==> config.mk <==
export PLATFORM = sky130hd
export DESIGN_NAME = pu_riscv_ex_sched
export DESIGN_NICKNAME = d
export VERILOG_FILES = /design/src/rtl/pu_riscv_ex_sched.sv
export SDC_FILE = /design/constraint.sdc
export NUM_CORES = 1
export LEC_CHECK = 0
export CORE_MARGIN = 3
export CORE_UTILIZATION = 54
export DETAILED_ROUTE_END_ITERATION = 8
export HOLD_SLACK_MARGIN = 0.05
export PLACE_DENSITY = 0.78
export SLEW_MARGIN = 10
export SYNTH_ARGS = -nofsm -noshare
export SYNTH_HDL_FRONTEND = slang
export SYNTH_SLANG_ARGS = --single-unit
export TNS_END_PERCENT = 50
==> constraint.sdc <==
create_clock -name clk -period 5.4 [get_ports clk]
set_input_delay 1.35 -clock clk [delete_from_list [all_inputs] [get_ports clk]]
set_output_delay 1.35 -clock clk [all_outputs]
set_load 0.01 [all_outputs]
==> src/rtl/pu_riscv_ex_sched.sv <==
// Execute-stage scheduler: arbitrates the single writeback port between the ALU,
// multiplier and divider, launches the multi-cycle units and watchdogs their latency.
module pu_riscv_ex_sched #(
  parameter int XLEN    = 64,
  parameter int MAX_LAT = 64
) (
  input  logic       clk,
  input  logic       rstn,
  input  logic       flush,
  input  logic       id_bubble,
  input  logic [1:0] id_class,
  output logic       mul_start,
  input  logic       mul_done,
  output logic       div_start,
  input  logic       div_done,
  output logic       unit_kill,
  input  logic       wb_ready,
  output logic       wb_valid,
  output logic [1:0] wb_sel,
  output logic       ex_stall,
  output logic       sched_err
);

  localparam int CNTW = $clog2(MAX_LAT + 1);
  localparam logic [CNTW-1:0] LAST_CNT = CNTW'(MAX_LAT - 1);

  if (MAX_LAT < 2 || MAX_LAT > 255 || XLEN < 1) begin : g_param_check
    $error("pu_riscv_ex_sched: MAX_LAT must be 2..255 and XLEN positive");
  end

  typedef enum logic [1:0] {IDLE, BUSY_MUL, BUSY_DIV} state_t;

  state_t          state, state_nxt;
  logic [CNTW-1:0] cnt, cnt_nxt;
  logic            wb_valid_nxt, mul_start_nxt, div_start_nxt, sched_err_nxt;
  logic [1:0]      wb_sel_nxt;
  logic            issue;

  assign ex_stall  = (state != IDLE) | (wb_valid & ~wb_ready);
  assign issue     = (state == IDLE) & ~id_bubble & ~ex_stall & ~flush;
  assign unit_kill = flush & (state != IDLE);

  always_comb begin
    state_nxt     = state;
    cnt_nxt       = cnt;
    // An unaccepted result stays on the port; an accepted one drops unless reloaded.
    wb_valid_nxt  = wb_valid & ~wb_ready;
    wb_sel_nxt    = wb_sel;
    mul_start_nxt = 1'b0;
    div_start_nxt = 1'b0;
    sched_err_nxt = 1'b0;
    if (flush) begin
      state_nxt    = IDLE;
      cnt_nxt      = '0;
      wb_valid_nxt = 1'b0;
    end else begin
      case (state)
        IDLE: begin
          if (issue) begin
            case (id_class)
              2'd0: begin
                wb_valid_nxt = 1'b1;
                wb_sel_nxt   = 2'd0;
              end
              2'd1: begin
                state_nxt     = BUSY_MUL;
                mul_start_nxt = 1'b1;
                cnt_nxt       = '0;
              end
              2'd2: begin
                state_nxt     = BUSY_DIV;
                div_start_nxt = 1'b1;
                cnt_nxt       = '0;
              end
              default: ;
            endcase
          end
        end
        BUSY_MUL: begin
          cnt_nxt = cnt + CNTW'(1);
          // Done is checked before the watchdog so a last-cycle result is not lost.
          if (mul_done) begin
            state_nxt    = IDLE;
            wb_valid_nxt = 1'b1;
            wb_sel_nxt   = 2'd1;
            cnt_nxt      = '0;
          end else if (cnt == LAST_CNT) begin
            state_nxt     = IDLE;
            sched_err_nxt = 1'b1;
            cnt_nxt       = '0;
          end
        end
        BUSY_DIV: begin
          cnt_nxt = cnt + CNTW'(1);
          if (div_done) begin
            state_nxt    = IDLE;
            wb_valid_nxt = 1'b1;
            wb_sel_nxt   = 2'd2;
            cnt_nxt      = '0;
          end else if (cnt == LAST_CNT) begin
            state_nxt     = IDLE;
            sched_err_nxt = 1'b1;
            cnt_nxt       = '0;
          end
        end
        default: begin
          state_nxt = IDLE;
          cnt_nxt   = '0;
        end
      endcase
    end
  end

  always_ff @(posedge clk or negedge rstn) begin
    if (!rstn) begin
      state     <= IDLE;
      cnt       <= '0;
      wb_valid  <= 1'b0;
      wb_sel    <= 2'd0;
      mul_start <= 1'b0;
      div_start <= 1'b0;
      sched_err <= 1'b0;
    end else begin
      state     <= state_nxt;
      cnt       <= cnt_nxt;
      wb_valid  <= wb_valid_nxt;
      wb_sel    <= wb_sel_nxt;
      mul_start <= mul_start_nxt;
      div_start <= div_start_nxt;
      sched_err <= sched_err_nxt;
    end
  end

endmodule
# After elaboration in Yosys (flattened, before gate mapping)

Index checks and enable logic that the tools add are counted.

Register bits: 15
Input port bits: 9
Output and inout bits: 8
Word-level logic and storage cells: 76

Add/sub/neg operators: 1
Equal/unequal tests: 12
Multiplexer cells: 38
Bitwise logic cells: 10
Reduce and logical (&&, ||, !) cells: 8

Operators with widths:

| cell                                                                   | count |
|---|---|
| 7-bit 2-to-1 mux                                                       | 6 |
| 7-bit one-hot mux with 3 select lines                                  | 1 |
| 2-bit 2-to-1 mux                                                       | 9 |
| 1-bit 2-to-1 mux                                                       | 17 |
| 2-bit one-hot mux with 3 select lines                                  | 2 |
| 7-bit by 1-bit adder with 7-bit output (second input constant)         | 1 |
| 7-bit by 6-bit equality test with 1-bit output (second input constant) | 1 |
| 2-bit != test (second input constant)                                  | 3 |
| 3-bit != test (second input constant)                                  | 2 |
| 6-bit AND reduction                                                    | 1 |
| 1-bit AND                                                              | 5 |
| 2-bit by 1-bit equality test with 1-bit output (second input constant) | 2 |
| 2-bit equality test (second input constant)                            | 2 |
| 2-bit logical NOT                                                      | 2 |
| 4-bit by 2-bit != test with 1-bit output (second input constant)       | 1 |
| 1-bit inverter                                                         | 4 |
| 2-bit one-hot mux with 2 select lines                                  | 1 |
| 2-bit AND reduction                                                    | 2 |
| 1-bit one-hot mux with 3 select lines                                  | 1 |
| 3-bit nonzero test                                                     | 1 |
| 2-bit by 1-bit != test with 1-bit output (second input constant)       | 1 |
| 1-bit one-hot mux with 2 select lines                                  | 1 |
| 2-bit nonzero test                                                     | 1 |
| 2-bit OR reduction                                                     | 1 |
| 1-bit OR                                                               | 1 |

# Longest topological paths before layout

Depth in word-level cells: 9
Mapped depth: 7
Mapped depth without buffers: 6

# Worst setup path after synthesis

No wires, ideal clock.

Path type: input-to-output
Start: input wb_ready
End: output ex_stall
Arrival: 1.669 ns
Required time: 4.050 ns
Slack: 2.381 ns
Stages on the path: 2
Buffers on the path: 0
Cell sequence: nand2b_2 > nand2_1

Word-level cells in the longest chain between the ends: 3

Ends and longest elaborated chain:

| element         | RTL line | RTL |
|---|---|---|
| start, declared | 17       | `input logic wb_ready,` |
| 1-bit inverter  | 39       | `assign ex_stall = (state != IDLE) \| (wb_valid & ~wb_ready);` |
| 1-bit AND       | 39       |  |
| 1-bit OR        | 39       |  |
| end, declared   | 20       | `output logic ex_stall,` |

Every way passes these cells.

# Worst setup path in the final report

Start: input flush
End: output unit_kill

Word-level cells in the longest chain between the ends: 1

Ends and longest elaborated chain:

| element         | RTL line | RTL |
|---|---|---|
| start, declared | 9        | `input logic flush,` |
| 1-bit AND       | 41       | `assign unit_kill = flush & (state != IDLE);` |
| end, declared   | 16       | `output logic unit_kill,` |

Every way passes these cells.

==> qor.log <==
qor: routing.totalWireLength 1.635 mm
qor: logic_synthesis.ys_async_sr_fraction 100.0%
qor: logic_synthesis.synth_commonest_cells 15 x sky130_fd_sc_hd__dfrtp_1, 9 x sky130_fd_sc_hd__ha_1, 9 x sky130_fd_sc_hd__inv_1
qor: global_route.grt_util_met3 3.448%
qor: logic_synthesis.synthesis.instances 89
qor: setup_path.cp_data_arrival_time 2.61 ns
qor: logic_synthesis.synth_simple_gate_area_share 19.28%
qor: logic_synthesis.combinational_family_with_the_most_area_after_synthesis simple AND/OR/NAND/NOR gates
qor: logic_synthesis.yosysTopAreaCell sky130_fd_sc_hd__dfrtp_1
qor: routing.route.detailed.wl_per_inst 13.19 µm
qor: final_layout.layout.area.seq 375.4 µm²
qor: run_status.outcome finished, final reports clean
qor: logic_synthesis.yosysTopAreaCellShare 41.32%
qor: cts.cts_hold_repair.buffers 0
qor: sta.period_share 73.25%
qor: cts.max-clock-path-buffers 2
qor: routing.drt-vias-per-instance 5.460
qor: final_layout.multi_input_area 491.7 µm²
qor: routing.detail_route.drc_violations 0
qor: run.drv_cap 0
qor: hold_path.hold_class flop to flop
qor: setup_path.crit_path_max_incr_delay 0.57 ns
qor: setup_path.reg2regPathDepth 6
qor: setup_path.wp_data_required 4.05 ns
qor: setup_path.path_class primary input to output port
qor: cts.clkTransAtPathRegs 0.09 ns
qor: setup_path.crit_path_end_kind output port
qor: routing.detail_route.first_pass.iterations 4
qor: sta.worst_pin_slew 0.8886 ns
qor: global_route.track_usage 17.21%
qor: cts.cts-resized-gates 0
qor: sta.slew_viol_final 0
qor: floorplanning.core.rowCount 14
qor: logic_synthesis.synth_enable_flop_cells 0
qor: final_layout.post_route_cells_drive_above_1_share 12.96%
qor: global_route.gr-total-overflow 0
qor: floorplanning.die_height 47.02 µm
qor: logic_synthesis.ys.warnings.count 0
qor: global_route.largest_net_degree_at_the_start_of_global_routing 16
qor: place.routabilityCongestion 0.7680
qor: final_layout.final_util 71.83%
qor: sta.timing.final.hold_violations 0
qor: logic_synthesis.ys_seq_elements 15
qor: sta.setup_viol 0
qor: global_route.use_met1 23.65%
qor: sta.layout_min_cycle_time 3.956 ns
qor: setup_path.crit_cells 3
qor: logic_synthesis.synth-xor-area-share 0%
qor: power.design_power_total 0.3205 mW
qor: cts.root_buffer sky130_fd_sc_hd__clkbuf_4
qor: power.power.density 289.4 nW/µm²
qor: cts.worst_skew_pair.late_latency 0.28 ns
qor: place.io_buffers 16
qor: setup_path.timing.critical_path.mode_cell sky130_fd_sc_hd__clkdlybuf4s50_1
qor: logic_synthesis.synth.lib_cells_used.distinct 29
qor: cts.clock_tree_from_tritoncts built
qor: setup_path.slowest_stage_cell_on_the_critical_path sky130_fd_sc_hd__clkdlybuf4s50_1
qor: global_route.grt_util_met2 24.93%
qor: setup_path.critical_path.top_delay_family buffers and inverters
qor: global_route.top_usage_layer met2
qor: global_route.antenna_found_initial 0
qor: logic_synthesis.synth.net_count 107
qor: logic_synthesis.synth-main-ff-cell sky130_fd_sc_hd__dfrtp_1
qor: sta.hold_slack 0.5050 ns
qor: power.cellLeakagePower 0.5096 nW
qor: power.vdd_drop_max 0.0001931 V
qor: floorplanning.core-area 1541 µm²
qor: floorplanning.full_die_area 2210 µm²
qor: setup_path.crit_path_start_kind primary input
qor: global_route.grt_pass1_vias 588
qor: hold_path.min_delay_path_depth 1
qor: logic_synthesis.synth_most_common_cell sky130_fd_sc_hd__dfrtp_1
qor: routing.final_antenna_net_count 0
qor: logic_synthesis.synthTopCellsByArea sky130_fd_sc_hd__dfrtp_1 41%, sky130_fd_sc_hd__ha_1 12%, sky130_fd_sc_hd__mux2_2 5.0%
qor: floorplanning.design.portCount 17
qor: cts.clock_sink_count 15
qor: logic_synthesis.synth_compound_gate_area_share 17.49%
qor: final_layout.final.fill_count 120
qor: logic_synthesis.syn_avg_cell_area 10.21 µm²
qor: sta.finClkSkew 0.003037 ns
qor: final_layout.area.growth.synth_to_final 21.90%
qor: global_route.grt_pass1_wl 2.546 mm
qor: sta.grt_setup_unrepaired no
qor: sta.fmax 252.8 MHz
qor: floorplanning.dieWidth 47.02 µm
qor: cts.cts_setup_buffers 0
qor: routing.detailed_router_s_first_iteration_violation_count 10
qor: floorplanning.start_util 58.93%
qor: logic_synthesis.mappedNetlistArea 908.4 µm²
qor: cts.htree_num_levels 1
qor: setup_path.cp_cell_sequence clkdlybuf4s50_1, nor2b_1, clkdlybuf4s50_1
qor: logic_synthesis.post_synth_fa_ha_maj_area_fraction 12.40%
qor: cts.cts_inserted_buffers 3
qor: place.dp_hpwl 1.246 mm
qor: final_layout.diodes 0
qor: logic_synthesis.multiplexer_share_of_the_synthesized_area 4.959%
qor: routing.detailroute.via_count 677
qor: sta.relSlewSlack 40.49%
qor: sta.finalSetupTns 0 ns
qor: final_layout.design.final.nets 127
qor: setup_path.worstPathBufferInverterCount 2
qor: logic_synthesis.synth_seq_area_share 41.32%
qor: setup_path.crit_fanout 6
## where the power goes
part | switching (mW) | leakage [nW] | internal [mW]
Sequential | 0.00925 | 0.206 | 0.124
Clock | 0.0369 | 0.0150 | 0.0287
Combinational | 0.0569 | 0.288 | 0.0645
Total | 0.103 | 0.510 | 0.217
## cells in the final DEF, fill, tap and decap left out, drive strengths merged
cell and count:
o21ai 2, or4 2, inv 9, or2 1
a22o 5, a21oi 1, a31o 1, mux2 4
a21boi 1, a31oi 4, clkbuf 4, clkdlybuf4s50 16
nand2b 4, o31a 1, or3 1, nor2b 4
o21bai 1, nor3 5, a21o 1, nand2 6
o21a 1, a2111o 1, a21bo 1, nor2 6
dfrtp 15, ha 9, nand3 2
## per-stage QoR
step,setup slack [ns],area [µm²],instances
final,1.444,1107,124
after global placement,1.464,1081,120
after global routing,1.340,1107,124
after CTS,1.441,1107,124
after floorplan,2.381,908.4,89
after detailed placement,1.446,1081,120
## state kept, by name, summed over array words and instances, names as in the netlist
register and count:
cnt 7, div_start 1, mul_start 1, sched_err 1
state 2, wb_sel 2, wb_valid 1
## worst register-to-register path, cell delays in order (launching register included)
cell,delay (ns)
sky130_fd_sc_hd__dfrtp_1,0.43
sky130_fd_sc_hd__inv_1,0.12
sky130_fd_sc_hd__ha_1,0.27
sky130_fd_sc_hd__nand2b_1,0.13
sky130_fd_sc_hd__a31oi_1,0.68
sky130_fd_sc_hd__nor2_1,0.20
sky130_fd_sc_hd__mux2_2,0.32
## path summary, 6_finish.rpt
path	start	end	slack [ns]
max in group asynchronous	rstn	wb_valid	3.52
min in group asynchronous	rstn	cnt[3]	1.46
worst min register to register	cnt[6]	cnt[6]	0.51
worst max-delay path	flush	unit_kill	1.44
worst max register to register	state[0]	cnt[0]	3.14
worst min-delay path	cnt[6]	cnt[6]	0.51
## layout make-up
| type | count | area share, % |
|---|---|---|
| well taps | 16 | 1.808 |
| repair buffers | 16 | 14.46 |
| flip-flops and latches | 15 | 33.90 |
| clock buffers | 4 | 2.373 |
| inverters | 9 | 3.051 |
| multi-input cells | 64 | 44.41 |
## routing by layer
metal | share of wire, % | up-vias | wire [µm]
met1 | 51 | 310 | 832
met2 | 43 | 13 | 705
met5 | 0 | - | 0
met3 | 3.7 | 4 | 60
met4 | 2.2 | 0 | 36
li1 | - | 350 | -
## logic make-up after synthesis
kind of cell / Yosys count
and+or+nand+nor: 31
adders and majority gates: 9
AOI/OAI and AO/OA: 20
DFF: 15
muxes: 4
buffers and inverters: 10
No activity file was read; power rests on OpenSTA's default activity.
